==> src/rtl/led_debug_page_mux.sv <==
// LED test-point pager: debounced per-port page buttons, a clear button, and a
// registered mux that selects one test-point page (or the status page) for the LEDs.
module led_debug_page_mux #(
   parameter int NUM_PORTS       = 3,
   parameter int PAGES           = 4,
   parameter int LED_W           = 8,
   parameter int DEBOUNCE_CYCLES = 16,
   parameter int EXCLUSIVE       = 0
) (
   input  logic                                     clk,
   input  logic                                     rst,
   input  logic [NUM_PORTS-1:0]                     btn_port,
   input  logic                                     btn_clear,
   input  logic [NUM_PORTS*(PAGES-1)*LED_W-1:0]     test_point,
   input  logic [LED_W-1:0]                         default_page,
   output logic [LED_W-1:0]                         led,
   output logic [$clog2(NUM_PORTS+1)-1:0]           sel_port,
   output logic [$clog2(PAGES)-1:0]                 sel_page
);

   localparam int NB     = NUM_PORTS + 1;
   localparam int SEL_W  = $clog2(NUM_PORTS+1);
   localparam int PAGE_W = $clog2(PAGES);
   localparam int TP_W   = NUM_PORTS*(PAGES-1)*LED_W;
   localparam int DB_W   = (DEBOUNCE_CYCLES > 1) ? $clog2(DEBOUNCE_CYCLES) : 1;
   localparam logic [DB_W-1:0]   DB_MAX   = DB_W'(DEBOUNCE_CYCLES-1);
   localparam logic [PAGE_W-1:0] PAGE_MAX = PAGE_W'(PAGES-1);

   logic [NB-1:0] raw;
   logic [NB-1:0] db;
   logic [NB-1:0] rel;

   // The clear button rides along as the last conditioning lane.
   assign raw = {btn_clear, btn_port};

   genvar gi;
   generate
      for (gi = 0; gi < NB; gi++) begin : g_btn
         logic            sync_a_reg;
         logic            sync_b_reg;
         logic            db_reg;
         logic            rel_reg;
         logic [DB_W-1:0] dbc_reg;

         always_ff @(posedge clk or negedge rst) begin
            if (!rst) begin
               sync_a_reg <= 1'b0;
               sync_b_reg <= 1'b0;
               db_reg     <= 1'b0;
               rel_reg    <= 1'b0;
               dbc_reg    <= '0;
            end else begin
               sync_a_reg <= raw[gi];
               sync_b_reg <= sync_a_reg;
               rel_reg    <= 1'b0;
               if (sync_b_reg == db_reg) begin
                  dbc_reg <= '0;
               end else if (dbc_reg == DB_MAX) begin
                  db_reg  <= sync_b_reg;
                  dbc_reg <= '0;
                  // Only a 1->0 accept is a release.
                  rel_reg <= db_reg;
               end else begin
                  dbc_reg <= dbc_reg + 1'b1;
               end
            end
         end

         assign db[gi]  = db_reg;
         assign rel[gi] = rel_reg;
      end
   endgenerate

   logic [PAGE_W-1:0] cnt_reg  [NUM_PORTS];
   logic [PAGE_W-1:0] cnt_next [NUM_PORTS];
   logic              hit;
   int                win;

   function automatic logic [PAGE_W-1:0] page_inc(input logic [PAGE_W-1:0] c);
      return (c == PAGE_MAX) ? '0 : c + 1'b1;
   endfunction

   always_comb begin
      hit = 1'b0;
      win = 0;
      for (int p = 0; p < NUM_PORTS; p++) cnt_next[p] = cnt_reg[p];
      if (db[NUM_PORTS]) begin
         for (int p = 0; p < NUM_PORTS; p++) cnt_next[p] = '0;
      end else if (EXCLUSIVE != 0) begin
         for (int p = 0; p < NUM_PORTS; p++) begin
            if (rel[p] && !hit) begin
               hit = 1'b1;
               win = p;
            end
         end
         if (hit) begin
            for (int p = 0; p < NUM_PORTS; p++)
               cnt_next[p] = (p == win) ? page_inc(cnt_reg[p]) : '0;
         end
      end else begin
         for (int p = 0; p < NUM_PORTS; p++)
            if (rel[p]) cnt_next[p] = page_inc(cnt_reg[p]);
      end
   end

   always_ff @(posedge clk or negedge rst) begin
      if (!rst) begin
         for (int p = 0; p < NUM_PORTS; p++) cnt_reg[p] <= '0;
      end else begin
         for (int p = 0; p < NUM_PORTS; p++) cnt_reg[p] <= cnt_next[p];
      end
   end

   logic [TP_W-1:0]   tp_cap_reg;
   logic [LED_W-1:0]  dp_cap_reg;
   logic [LED_W-1:0]  led_next;
   logic [SEL_W-1:0]  sel_port_next;
   logic [PAGE_W-1:0] sel_page_next;

   // Walk from the top port down so the lowest active port has the last word.
   always_comb begin
      sel_port_next = SEL_W'(NUM_PORTS);
      sel_page_next = '0;
      led_next      = dp_cap_reg;
      for (int p = NUM_PORTS-1; p >= 0; p--) begin
         if (cnt_reg[p] != '0) begin
            sel_port_next = SEL_W'(p);
            sel_page_next = cnt_reg[p];
            led_next      = tp_cap_reg[(p*(PAGES-1) + int'(cnt_reg[p]) - 1)*LED_W +: LED_W];
         end
      end
   end

   always_ff @(posedge clk or negedge rst) begin
      if (!rst) begin
         tp_cap_reg <= '0;
         dp_cap_reg <= '0;
         led        <= '0;
         sel_port   <= SEL_W'(NUM_PORTS);
         sel_page   <= '0;
      end else begin
         tp_cap_reg <= test_point;
         dp_cap_reg <= default_page;
         led        <= led_next;
         sel_port   <= sel_port_next;
         sel_page   <= sel_page_next;
      end
   end

endmodule

==> config.mk <==
export PLATFORM = sky130hd
export DESIGN_NAME = led_debug_page_mux
export DESIGN_NICKNAME = d
export VERILOG_FILES = /design/src/rtl/led_debug_page_mux.sv
export SDC_FILE = /design/constraint.sdc
export NUM_CORES = 1
export LEC_CHECK = 0
export CELL_PAD_IN_SITES_DETAIL_PLACEMENT = 2
export CELL_PAD_IN_SITES_GLOBAL_PLACEMENT = 2
export CORE_AREA = 2 2 121 123
export DETAILED_ROUTE_END_ITERATION = 12
export DIE_AREA = 0 0 123 125
export PLACE_DENSITY_LB_ADDON = 0.1
export SYNTH_ARGS = -nofsm -noshare
export SYNTH_HDL_FRONTEND = slang
export SYNTH_SLANG_ARGS = --single-unit
==> constraint.sdc <==
create_clock -name clk -period 2.4 [get_ports clk]
set_input_delay 0.36 -clock clk [delete_from_list [all_inputs] [get_ports clk]]
set_output_delay 0.36 -clock clk [all_outputs]
set_load 0.05 [all_outputs]
== Word level (Yosys, flattened, before mapping) ==
Index checks and enable logic that the tools add are counted.
Storage, ports and cells
  logic and storage cells: 97
  bits of input ports: 86
  flip-flop bits (word level): 129
  output and inout port bits: 12
Cells by class
  $add $sub $neg: 12
  shift operators: 3
  muxes and demuxes: 30
  equal/unequal tests: 11
  bitwise logic cells: 4
  reductions and logical operators: 10
Operators with widths (number)
  $shiftx 72x6->8: 1
  $shiftx 72x7->8: 1
  $shiftx 72x8->8: 1
  $mux 4: 8
  $mux 8: 3
  $mux 2: 11
  $add 4x1->4 const B: 4
  $eq 4x4->1 const B: 4
  $reduce_bool 2->1: 6
  $reduce_and 2->1: 4
  $mux 1: 7
  $add 2x1->2 const B: 3
  $eq 2x2->1 const B: 3
  $mux 6: 1
  $sub 4x1->5 const B: 1
  $add 3x2->4 const A: 1
  $eq 1x1->1: 4
  $not 1->1: 4
  $sub 3x1->4 const B: 1
  $add 2x2->3 const A: 1
  $sub 2x1->3 const B: 1

== Longest topological paths before layout ==
Gate-level depths: netlist of the first run.
  depth after elaboration: 6
  mapped depth: 9
  gate-level depth less buffers: 6

== Least setup slack after synthesis of the first run ==
Ideal clock, no wire load.
  path type: flip-flop to flip-flop
  from: register cnt_reg[0] (netlist bit)
  to: register led[1]
  buffers on the path: 4
  required time: 2.280 ns
  path slack: 0.559 ns
  library setup time: 0.120 ns
  cell stages (with the launch flop): 10
  clock period less this slack: 1.841 ns
  arrival time: 1.721 ns
  path through: dfrtp_1 > buf_4 > buf_2 > inv_1 > ha_1 > buf_6 > nand2b_1 > buf_4 > o221ai_1 > a31o_1
Between the ends
  cells in the longest elaborated chain, start to end: 6
  elaborated cells between the ends (all ways): 7
  classes of those cells: 2 x add/sub; 1 x shift; 3 x mux; 1 x reduce/logical
RTL lines
  start: declaration: line 74  | logic [PAGE_W-1:0] cnt_reg [NUM_PORTS];
  $add 3x2->4: line 129  | led_next = tp_cap_reg[(p*(PAGES-1) + int'(cnt_reg[p]) - 1)*LED_W +: LED_W];
  $sub 4x1->5: line 129
  $shiftx 72x8->8: line 129
  $mux 8 * (3 in a row): line 126  | if (cnt_reg[p] != '0) begin
  via led_next[1]: line 116  | logic [LED_W-1:0] led_next;
  end signal: assignment: line 144  | led <= led_next;
  end: declaration: line 16  | output logic [LED_W-1:0] led,
The timed path passes the listed nets; every way through them passes the cells marked *.
A chain may end at the register's enable or synchronous reset.

== Worst setup path after layout of the first run ==
  from: register sel_port[0]
  to: output sel_port[0]
RTL lines
  start: declaration: line 17  | output logic [$clog2(NUM_PORTS+1)-1:0] sel_port,
  start signal: assignment: line 139  | sel_port <= SEL_W'(NUM_PORTS);
  start signal: assignment: line 145  | sel_port <= sel_port_next;
No word-level cell between the ends.

==> results of run 1 <==
[per-stage QoR]
| step | utilization (%) | std cells | setup WS, ns |
|---|---|---|---|
| final | 47.5 | 640 | 0.297 |
| after global routing | 47.5 | 640 | 0.184 |
| after CTS | 47.5 | 640 | 0.276 |
| after detailed placement | 43.1 | 607 | 0.362 |
| after global placement | 43.1 | 607 | 0.439 |
| after floorplan | - | 334 | 0.559 |
[what timing repair did]
item / CTS / global route
resized for setup: 0 / 0
hold endpoints to repair: 33 / 0
hold buffers: 1 / 0
buffers inserted: 0 / 0
[cells by family after synthesis]
group	share of synthesized area, %
flops	65.0
buf+inv	3.70
fa+ha+maj	2.52
simple gates	7.85
mux	13.2
xor+xnor	1.41
compound gates	6.39
[power by group through the flow]
stage,sequential [mW],combinational (mW),clock (mW)
global placement,2.37,0.323,0
detailed placement,2.37,0.330,0
floorplan,2.37,0.0770,0
finish,2.33,0.325,2.68
global route,2.34,0.357,2.88
CTS,2.34,0.336,2.76
[per-layer routing]
metal	routed length (µm)	share of wire [%]
met1	5350	43
met2	6370	51
met3	596	4.7
met4	238	1.9
met5	0	0
[layout make-up]
class	instances	area [µm²]	share of cell area (%)
clock buffer	18	429	6.36
clock inverter	14	190	2.82
inverter	11	41.3	0.612
multi-input combinational	177	1560	23.1
sequential	129	3230	47.9
tap	184	230	3.41
timing repair buffer	107	1070	15.9
[placed cells by master (no fill, tap or decap), drive strengths merged, types with 7 or more instances in the layout]
cell           instances
clkbuf                18
mux4                  16
nor3b                  7
nand2b                11
ha                    10
mux2i                 22
nand3                 14
buf                   10
inv                   11
o21a                   8
a21oi                 16
xnor2                  8
o221ai                 8
clkdlybuf4s50         96
a31o                   8
dfrtp                127
nor2                  21
[how the worst min path moves through the flow]
stage                        start             endpoint  slack [ns]  depth (start not counted)
6_report       g_btn[3].sync_a_reg  g_btn[3].sync_b_reg        0.34                          0
2_1_floorplan                  rst           cnt_reg[0]        0.06                          0
3_5_place_dp   g_btn[2].sync_a_reg  g_btn[2].sync_b_reg        0.34                          0
3_3_place_gp   g_btn[2].sync_a_reg  g_btn[2].sync_b_reg        0.33                          0
5_1_grt             test_point[12]       tp_cap_reg[12]        0.35                          1
4_1_cts        g_btn[3].sync_a_reg  g_btn[3].sync_b_reg        0.35                          0
==> results.md, run 1 <==
- The final clock skew is about 0.0057 ns.
- The total routing usage reported by global routing is 18.1%.
- The vias after detailed routing is slightly above 3000.
- Pin placement for this block handled 98 I/O pins.
- The global-route wire length before repair is 20300 µm.
- In the global route stage, met2 resource usage came out at 29.2%.
- The final count of negative-setup-slack endpoints is 0.
- The number of remaining DRC errors is 0.
- The peak fanout along the critical path is 1.
- Net switching is around a fifth of the power.
- The final-layout fill cell count is around 1400.
- Buffers placed on the I/O ports in this run total 97.
- Across all hold checks on the routed design, the worst slack comes to 0.343 ns.
- The depth of the worst register-to-register path is 5.
- The largest area contributor in the netlist is dfrtp_1.
- The number of DRC violations after detailed-routing iteration 0 is 132.
- Dividing the final minimum period by the clock period gives 87.6%.
- Setup repair after global routing left no endpoint under its margin.
- Yosys instantiated no cell more often than dfrtp_1.
- The overall power after layout is 5.34 mW.
- The total detailed-routing wirelength is 12600 µm.
- The post-synth net total is 430.
- For flop-to-flop paths, the worst setup slack is between 0.3 and 0.4 ns.
- Once placement finished, the instance area stood at roughly 6100 µm².
- The clock insertion delay at the later pin of the skew report is 0.42 ns.
- In this run, the clock network consumes 50.2% of the power.
- The initial utilization of the core area, before any placement, comes to 35.0%.
- The slowest stage of the critical path belongs to the cell clkdlybuf4s50_1.
- The number of global-route vias before repair is 3657.
- The CTS tree is done.
- The critical path in this run is classified as flop to output port.
- The top achievable clock speed is 0.475 GHz.
- Synthesis instantiated 28 different standard cells from the library.
- The number of max-capacitance violations reported is 0.
- The first-pass iteration count of the detailed router is 4.
- In this design, the largest share of critical-path delay is due to buffers and inverters.
- The share of total power dissipated in combinational logic is 6.1%.
- The maximum root-to-sink buffer count is 2.
- The final hold violation count is 0.
- The worst pin sits at a relative slew slack of between 60% and 70%.
- In this run the worst setup path begins at sel_port[0].
- In this run the critical register-to-register path is captured at led[1].
- The path class of the tightest hold or removal check is flop to flop.
- The final RePlAce weighted congestion is 0.772.
- In the final timing run, aggregate negative setup slack is 0 ns.
- Counting I/O delays and the setup requirement, the final critical path takes 2.10 ns.
- The proportion of synthesized chip area in sequential cells is roughly two thirds.
- Summed over all nets, the switching power comes to 1.14 mW.
- The number of placement rows is 44.
- In the final routed layout, each cell accounts on average for 19.6 µm.
- From bottom edge to top edge, the die measures between 100 and 150 µm.
- Entering global routing, the biggest net connects 52 pins.
- In the global route stage, met1 resource usage came out at 22.5%.
- The run finished with clean final reports.
- The Yosys step of the flow raised 0 warnings.
- The worst setup path is launched from a flop.
- The overall die area is 15400 µm².
- The root buffer cell is clkbuf_16.
- The clock net in this run drives a total of 129 sinks.
- The met3 usage is between 6 and 7%.
- The worst setup path is captured at an output port.
- The initial antenna violation count is 0.
- The register with the most flip-flops in the layout has 72 of them.
- Following the worst setup path forward leads to its endpoint at sel_port[0].
- The share of post-route cells with drive strength above 1 is 15.4%.
- The area share of the largest cell type after synthesis is 63.9%.
- The growth of design area from synthesis to finish is 35.7%.
- CTS built an H-tree with a depth of 4.
- The commonest cells after synthesis are 127 x dfrtp_1, 22 x mux2i_1, 21 x nor2_1.
- The analysis attributes to cell leakage a power of 2.75 nW.
- The most used flip-flop cell after synthesis is dfrtp_1.
- The peak supply drop is 0.569 mV.
- The via density per instance is 4.85.
- 0 antenna diodes ended up in the layout.
- After synthesis the cells add up to between 4000 and 5000 µm².
- The source of the worst register-to-register timing path is cnt_reg[0].
- Yosys mapped a number of flops with a built-in enable equal to 0.
- Data arrives at the worst endpoint at 1.74 ns.
- The TritonCTS buffer count is 17.
- Once detail routing completed, the nets flagged for antenna violations numbered 0.
- The region available for standard cell placement spans about 14000 µm².
- The internal power summed over all cells is 4.20 mW.
- The most used routing layer in global routing is met2.
- STA puts the critical path data required time at around 2 ns.
- After legalization and detailed placement, the total HPWL measured 8780 µm.
- Counting flops with an async set or reset pin after synthesis yields a share of 100%.
- The critical path goes through clkdlybuf4s50_1.
- The average cell area after synthesis is 14.9 µm².
- The clock-pin slew reported for the worst setup and hold paths after clock tree synthesis is roughly 0.06 ns.
- The max-slew violation count came to 0.
- The measured slew at the worst slew-check pin is 0.549 ns.
- Counting flops and latches in the post-synthesis netlist gives 129.
- The residual overflow from global routing is 0.
- For this run, the slowest stage of the critical path takes 0.80 ns.
- Summing all non-filler instances in the final layout gives an area of 6750 µm².
- The net total in the final layout is 539.
- Together, buffers and inverters on the worst path number 1.
- Ranked by total cell area, the synthesized netlist is headed by dfrtp_1 64%, mux4_2 6.3%, mux2i_1 4.4%.
- The share of total power dissipated in sequential elements is 43.7%.
- From left edge to right edge, the die measures 123 µm.
- In this run the number of cells on the critical path is 1.
- The areal power density over the cells is 791 nW/µm².
- The post-synthesis cell count is 334.
Note: power is estimated with default switching activity, not from simulation.
==> run 2: changes to the inputs <==
--- a/config.mk
+++ b/config.mk
@@ -5,12 +5,14 @@
 export SDC_FILE = /design/constraint.sdc
 export NUM_CORES = 1
 export LEC_CHECK = 0
-export CELL_PAD_IN_SITES_DETAIL_PLACEMENT = 2
+export CELL_PAD_IN_SITES_DETAIL_PLACEMENT = 1
 export CELL_PAD_IN_SITES_GLOBAL_PLACEMENT = 2
 export CORE_AREA = 2 2 121 123
 export DETAILED_ROUTE_END_ITERATION = 12
 export DIE_AREA = 0 0 123 125
+export GPL_TIMING_DRIVEN = 0
 export PLACE_DENSITY_LB_ADDON = 0.1
+export SETUP_SLACK_MARGIN = 0.02
 export SYNTH_ARGS = -nofsm -noshare
 export SYNTH_HDL_FRONTEND = slang
 export SYNTH_SLANG_ARGS = --single-unit
==> results.md, run 2 (synthesis gave the netlist of run 1 again) <==
- The type of the worst setup path is flop to flop (was flop to output port).
- The design area is 6800 µm² (was 6750 µm²).
- The measured slew at the worst slew-check pin was 0.549 ns (about the same).
- The type of origin of the critical path is a flop (unchanged).
- The half-perimeter wire length after placement is 8140 µm (was 8780 µm).
- The total routing usage reported by global routing is 17.1% (was 18.1%).
- The post-place instance area is 6200 µm² (was 6120 µm²).
- The final-layout fill cell count is 1466 (was 1379).
- Highest-count cells in the layout ignoring fill and taps: 127 x dfrtp_1, 96 x clkdlybuf4s50_1, 22 x mux2i_1, 21 x nor2_1, 17 x clkbuf_16 (unchanged).
- The setup slack after placement is 0.178 ns (was 0.362 ns).
- The peak fanout along the critical path is 10 (was 1).
- The number of global-route vias before repair is 3589 (was 3657).
- The vias after detailed routing came to 3098 (was 3106).
- The number of nets with antenna violations after routing is 0 (unchanged).
- The type of the worst min-delay path was flop to flop (unchanged).
- The count of input and output buffers is 97 (unchanged).
- The total detailed-routing wirelength is 11900 µm (was 12600 µm).
- The net total in the final layout is 548 (was 539).
- The final hold violation count is 0 (unchanged).
- The growth of design area from synthesis to finish is 36.7% (was 35.7%).
- The CTS tree is done (unchanged).
- The residual overflow from global routing came to 0 (unchanged).
- The x dimension of the die is 123 µm (unchanged).
- The number of DRC violations after detailed-routing iteration 0 is 180 (was 132).
- The share of post-route cells with drive strength above 1 was 16.8% (was 15.4%).
- The area of the placeable core is 14200 µm² (unchanged).
- The kind of end point of the critical path is a flop (was output port).
- The flip-flop count of the largest register, all copies and words added is 72 (unchanged).
- The reported leakage power is 2.79 nW (was 2.75 nW).
- The endpoint required time on the critical path is 2.70 ns (was 2.04 ns).
- The count of buffers added by post-CTS timing repair for setup was 0 (unchanged).
- The first-pass iteration count of the detailed router came to 4 (unchanged).
- The root buffer cell is clkbuf_16 (unchanged).
- The global-route wire length before repair was 19300 µm (was 20300 µm).
- The average wire per standard cell is 18.3 µm (was 19.6 µm).
- The number of max-capacitance violations reported was 0 (unchanged).
- The final clock skew came to 0.00762 ns (was 0.00572 ns).
- The pin count of the biggest net entering global routing was 80 (was 52).
- The max-slew headroom at the worst pin is 63.3% (was 63.4%).
- The post-route fraction of the period consumed by the critical path was 91.8% (was 87.6%).
- The areal power density over the cells is 762 nW/µm² (was 791 nW/µm²).
- The setup slack of the critical path after layout is 0.198 ns (was 0.297 ns).
- The maximum root-to-sink buffer count is 2 (unchanged).
- The initial antenna violation count is 0 (unchanged).
- The overall die area is 15400 µm² (unchanged).
- The most frequent standard cell in the layout excluding fill and tap cells is dfrtp_1 (unchanged).
- The number of remaining DRC errors is 0 (unchanged).
- The via density per instance is 4.77 (was 4.85).
- The area used by multi-input combinational logic came to 1560 µm² (unchanged).
- The final-layout worst hold slack is 0.346 ns (was 0.343 ns).
- The total area of sequential cells is 3230 µm² (unchanged).
- The number of top-level design ports came to 98 (unchanged).
- The initial standard-cell utilization of the core came to 35.0% (unchanged).
- The post-CTS resize count is 0 (unchanged).
- The clock-pin slew reported for the worst setup and hold paths after clock tree synthesis is 0.06 ns (about the same).
- The TritonCTS buffer count came to 17 (unchanged).
- Result of the run: finished, final reports clean (unchanged).
- The CTS sink count is 129 (unchanged).
- The max-slew violation count is 0 (unchanged).
- The H-tree depth is 4 (unchanged).
- The final RePlAce weighted congestion is 0.750 (was 0.772).
- The number of placement rows is 44 (unchanged).
- The top achievable clock speed was 0.454 GHz (was 0.475 GHz).
- The data arrival at the endpoint of the critical path is 2.50 ns (was 1.74 ns).
- The clock period minus final worst setup slack is 2.20 ns (was 2.10 ns).
- The final count of negative-setup-slack endpoints came to 0 (unchanged).
- Setup repair after global routing missed its margin: false (unchanged).
- The clock insertion delay at the later pin of the skew report was 0.42 ns (about the same).
- The number of diodes added for antenna fixing was 0 (unchanged).
- The peak supply drop is 0.468 mV (was 0.569 mV).
- The worst reg-to-reg setup slack was 0.20 ns (was 0.33 ns).
- The die height is 125 µm (unchanged).
## run 2: changes by cell type in the layout (fill, tap and decap cells not counted), moves of 3 or more
cell / change
buf_6: +5
buf_4: -5
buf_2: +6
clkbuf_8: +3
inv_6: +4
## run 2: power by group
group / internal (mW) / total, mW / switching (mW)
Sequential: 2.27 / 2.32 / 0.0491
Combinational: 0.194 / 0.322 / 0.129
Clock: 1.54 / 2.53 / 0.992
Total: 4.01 / 5.18 / 1.17
## run 2: timing repair
| action | in CTS | in global routing |
|---|---|---|
| hold buffers | 1 | 0 |
| endpoints found under the setup margin | 0 | 0 |
| hold endpoints to repair | 49 | 0 |
## run 2: stage by stage
stage	utilization (%)	instances	TNS [ns]	power, mW
after floorplan	-	334	0	2.45
after global placement	43.5	615	-524.41	2.68
after detailed placement	43.7	616	0	2.69
after CTS	47.9	649	0	5.26
after global routing	47.9	649	0	5.41
final	47.9	649	0	5.18
## run 2: path summary, 6_finish.rpt
check,end,cells past startpoint,start
max,led[2],9,cnt_reg[0]
min,g_btn[1].sync_b_reg,0,g_btn[1].sync_a_reg
max reg2reg,led[2],9,cnt_reg[0]
min reg2reg,g_btn[1].sync_b_reg,0,g_btn[1].sync_a_reg
max in group asynchronous,g_btn[0].db_reg,3,rst
min in group asynchronous,dp_cap_reg[6],2,rst
## run 2: final cells by class
| class | count | share of cell area (%) |
|---|---|---|
| clock inverter | 14 | 2.32 |
| sequential | 129 | 47.5 |
| tap | 184 | 3.39 |
| clock buffer | 18 | 6.31 |
| inverter | 11 | 0.607 |
| buffer | 17 | 2.10 |
| timing repair buffer | 99 | 14.8 |
| multi-input combinational | 177 | 22.9 |
## run 2: metal layers
layer	vias up	global-route usage (%)	part of all wire [%]
li1	1417	-	-
met1	1586	21.8	43
met2	82	27.2	50
met3	13	5.25	5.2
met4	0	6.75	2.0
met5	-	0	0
## run 2: critical path, stage by stage (launching register included)
cell,delay [ns]
dfrtp_1,0.35
buf_4,0.25
buf_2,0.33
inv_1,0.09
ha_1,0.32
buf_6,0.15
nand2b_1,0.07
buf_4,0.16
o221ai_1,0.13
a31o_1,0.23
==> run 3: changes to the inputs <==
--- a/config.mk
+++ b/config.mk
@@ -5,7 +5,8 @@
 export SDC_FILE = /design/constraint.sdc
 export NUM_CORES = 1
 export LEC_CHECK = 0
-export CELL_PAD_IN_SITES_DETAIL_PLACEMENT = 1
+export CAP_MARGIN = 0
+export CELL_PAD_IN_SITES_DETAIL_PLACEMENT = 0
 export CELL_PAD_IN_SITES_GLOBAL_PLACEMENT = 2
 export CORE_AREA = 2 2 121 123
 export DETAILED_ROUTE_END_ITERATION = 12
==> results.md, run 3 (synthesis gave the netlist of run 1 again) <==
- The TritonCTS buffer count is 17 (unchanged).
- The post-place instance area is 6200 µm² (unchanged).
- The most used routing layer in global routing is met2 (unchanged).
- The final hold violation count is 0 (unchanged).
- The final count of negative-setup-slack endpoints is 0 (unchanged).
- The overall power after layout is 5.17 mW (was 5.18 mW).
- The share of post-route cells with drive strength above 1 is 16.8% (unchanged).
- The max-slew violation count came to 0 (unchanged).
- The type of the worst setup path was flop to flop (unchanged).
- The top achievable clock speed is 0.456 GHz (was 0.454 GHz).
- The number of diodes added for antenna fixing came to 0 (unchanged).
- The H-tree depth is 4 (unchanged).
- Highest-count cells in the layout ignoring fill and taps: 127 x dfrtp_1, 96 x clkdlybuf4s50_1, 22 x mux2i_1, 21 x nor2_1, 17 x clkbuf_16 (unchanged).
- The setup slack after placement is 0.224 ns (was 0.178 ns).
- The vias after detailed routing was 3069 (was 3098).
- The peak supply drop is 0.540 mV (was 0.468 mV).
- The final-layout worst hold slack was 0.349 ns (was 0.346 ns).
- The peak fanout along the critical path is 10 (unchanged).
- The net total in the final layout came to 548 (unchanged).
- The final-layout fill cell count is 1302 (was 1466).
- The average wire per standard cell was 17.5 µm (was 18.3 µm).
- The count of input and output buffers is 97 (unchanged).
- The first-pass iteration count of the detailed router was 6 (was 4).
- The endpoint required time on the critical path is 2.70 ns (about the same).
- The number of placement rows is 44 (unchanged).
- The flip-flop count of the largest register, all copies and words added came to 72 (unchanged).
- The number of max-capacitance violations reported is 0 (unchanged).
- The met3 usage is 4.70% (was 5.25%).
- The count of buffers added by post-CTS timing repair for setup is 0 (unchanged).
- The number of top-level design ports is 98 (unchanged).
- The number of remaining DRC errors is 0 (unchanged).
- The post-route fraction of the period consumed by the critical path is 91.3% (was 91.8%).
- The area used by multi-input combinational logic was 1560 µm² (unchanged).
- The areal power density over the cells came to 759 nW/µm² (was 762 nW/µm²).
- The x dimension of the die is 123 µm (unchanged).
- The final cell count without fillers is 649 (unchanged).
- The number of DRC violations after detailed-routing iteration 0 was 147 (was 180).
- The initial standard-cell utilization of the core is 35.0% (unchanged).
- The worst reg-to-reg setup slack is 0.21 ns (was 0.20 ns).
- The root buffer cell is clkbuf_16 (unchanged).
- The number of buffers inserted by hold repair at cts is 1 (unchanged).
- The residual overflow from global routing is 0 (unchanged).
- The number of instances on the worst hold path came to 0 (unchanged).
- The final RePlAce weighted congestion is 0.750 (unchanged).
- The post-CTS resize count is 0 (unchanged).
- The pin count of the biggest net entering global routing is 80 (unchanged).
- The end point of the most critical hold path is g_btn[0].sync_b_reg (was g_btn[1].sync_b_reg).
- The CTS tree is done (unchanged).
- The design area was 6800 µm² (about the same).
- The total detailed-routing wirelength is 11300 µm (was 11900 µm).
- The data arrival at the endpoint of the critical path came to 2.49 ns (was 2.50 ns).
- The total routing usage reported by global routing came to 16.0% (was 17.1%).
- The kind of end point of the critical path was a flop (unchanged).
- The source of the worst register-to-register timing path was cnt_reg[0] (unchanged).
- The depth of the worst register-to-register path is 9 (unchanged).
- The final-layout setup total negative slack was 0 ns (unchanged).
- The number of nets with antenna violations after routing is 0 (unchanged).
- The clock-pin slew reported for the worst setup and hold paths after clock tree synthesis is 0.06 ns (about the same).
- Setup repair after global routing missed its margin: false (unchanged).
- The clock insertion delay at the later pin of the skew report is 0.42 ns (about the same).
- Result of the run: finished, final reports clean (unchanged).
- The CTS sink count is 129 (unchanged).
- The final design utilization was 47.9% (about the same).
- The final clock skew is 0.0120 ns (was 0.00762 ns).
- The via density per instance came to 4.73 (was 4.77).
- The clock period minus final worst setup slack is 2.19 ns (was 2.20 ns).
- The type of the worst min-delay path is flop to flop (unchanged).
- The area of the placeable core is 14200 µm² (unchanged).
- The number of global-route vias before repair came to 3300 (was 3589).
- The total area of sequential cells is 3230 µm² (unchanged).
- The growth of design area from synthesis to finish is 36.8% (was 36.7%).
- The maximum root-to-sink buffer count came to 2 (unchanged).
- The type of origin of the critical path is a flop (unchanged).
- The max-slew headroom at the worst pin is 64.5% (was 63.3%).
- The global routing met2 resource utilization is 25.0% (was 27.2%).
- The half-perimeter wire length after placement was 7700 µm (was 8140 µm).
- The measured slew at the worst slew-check pin is 0.531 ns (was 0.549 ns).
- The global-route wire length before repair was 17800 µm (was 19300 µm).
- The setup slack of the critical path after layout was 0.208 ns (was 0.198 ns).
- The met1 usage in global routing is 20.6% (was 21.8%).
- The initial antenna violation count is 0 (unchanged).
- The endpoint of the worst register-to-register path was led[0] (was led[2]).
- The placed instance count came to 616 (unchanged).
- The startpoint of the tightest hold check path is g_btn[0].sync_a_reg (was g_btn[1].sync_a_reg).
- The reported leakage power is 2.80 nW (was 2.79 nW).
- The die height is 125 µm (unchanged).
- The most frequent standard cell in the layout excluding fill and tap cells is dfrtp_1 (unchanged).
- The overall die area is 15400 µm² (unchanged).
## run 3: changes by cell type in the layout (fill, tap and decap cells not counted)
cell        change
clkinv_4        +3
inv_6           -2
clkinvlp_4      -1
## run 3: layout make-up
type / instances / share of cell area [%]
multi-input cells: 177 / 22.9
inverters: 11 / 0.607
flip-flops and latches: 129 / 47.5
clock buffers: 18 / 6.31
clock inverters: 14 / 2.34
repair buffers: 99 / 14.8
well taps: 184 / 3.38
plain buffers: 17 / 2.10
## run 3: layer usage
layer,vias to the layer above,routed length [µm]
met1,1545,5080
met2,86,5410
met4,0,259
met5,-,0
li1,1424,-
met3,14,592
## run 3: power by group
group | leakage, nW | switching [mW] | internal [mW]
registers | 1.56 | 0.0470 | 2.27
clock network | 0.281 | 0.983 | 1.54
logic | 0.954 | 0.126 | 0.193
## run 3: critical path, cell delays in order, from the launching register on
cell and delay [ns]:
dfrtp_1 0.35, buf_4 0.24, buf_2 0.35, inv_1 0.08, ha_1 0.31, buf_6 0.15, nand2b_1 0.07, buf_4 0.16
o221ai_1 0.14, a31o_1 0.23
## run 3: worst max-delay path by stage
stage,start,to,cells past startpoint
final,cnt_reg[0],led[0],9
after global routing,cnt_reg[0],led[2],9
after CTS,cnt_reg[0],led[0],9
after detailed placement,cnt_reg[0],led[2],9
after global placement,rst,g_btn[0].dbc_reg[1],1
after floorplan,cnt_reg[0],led[1],9
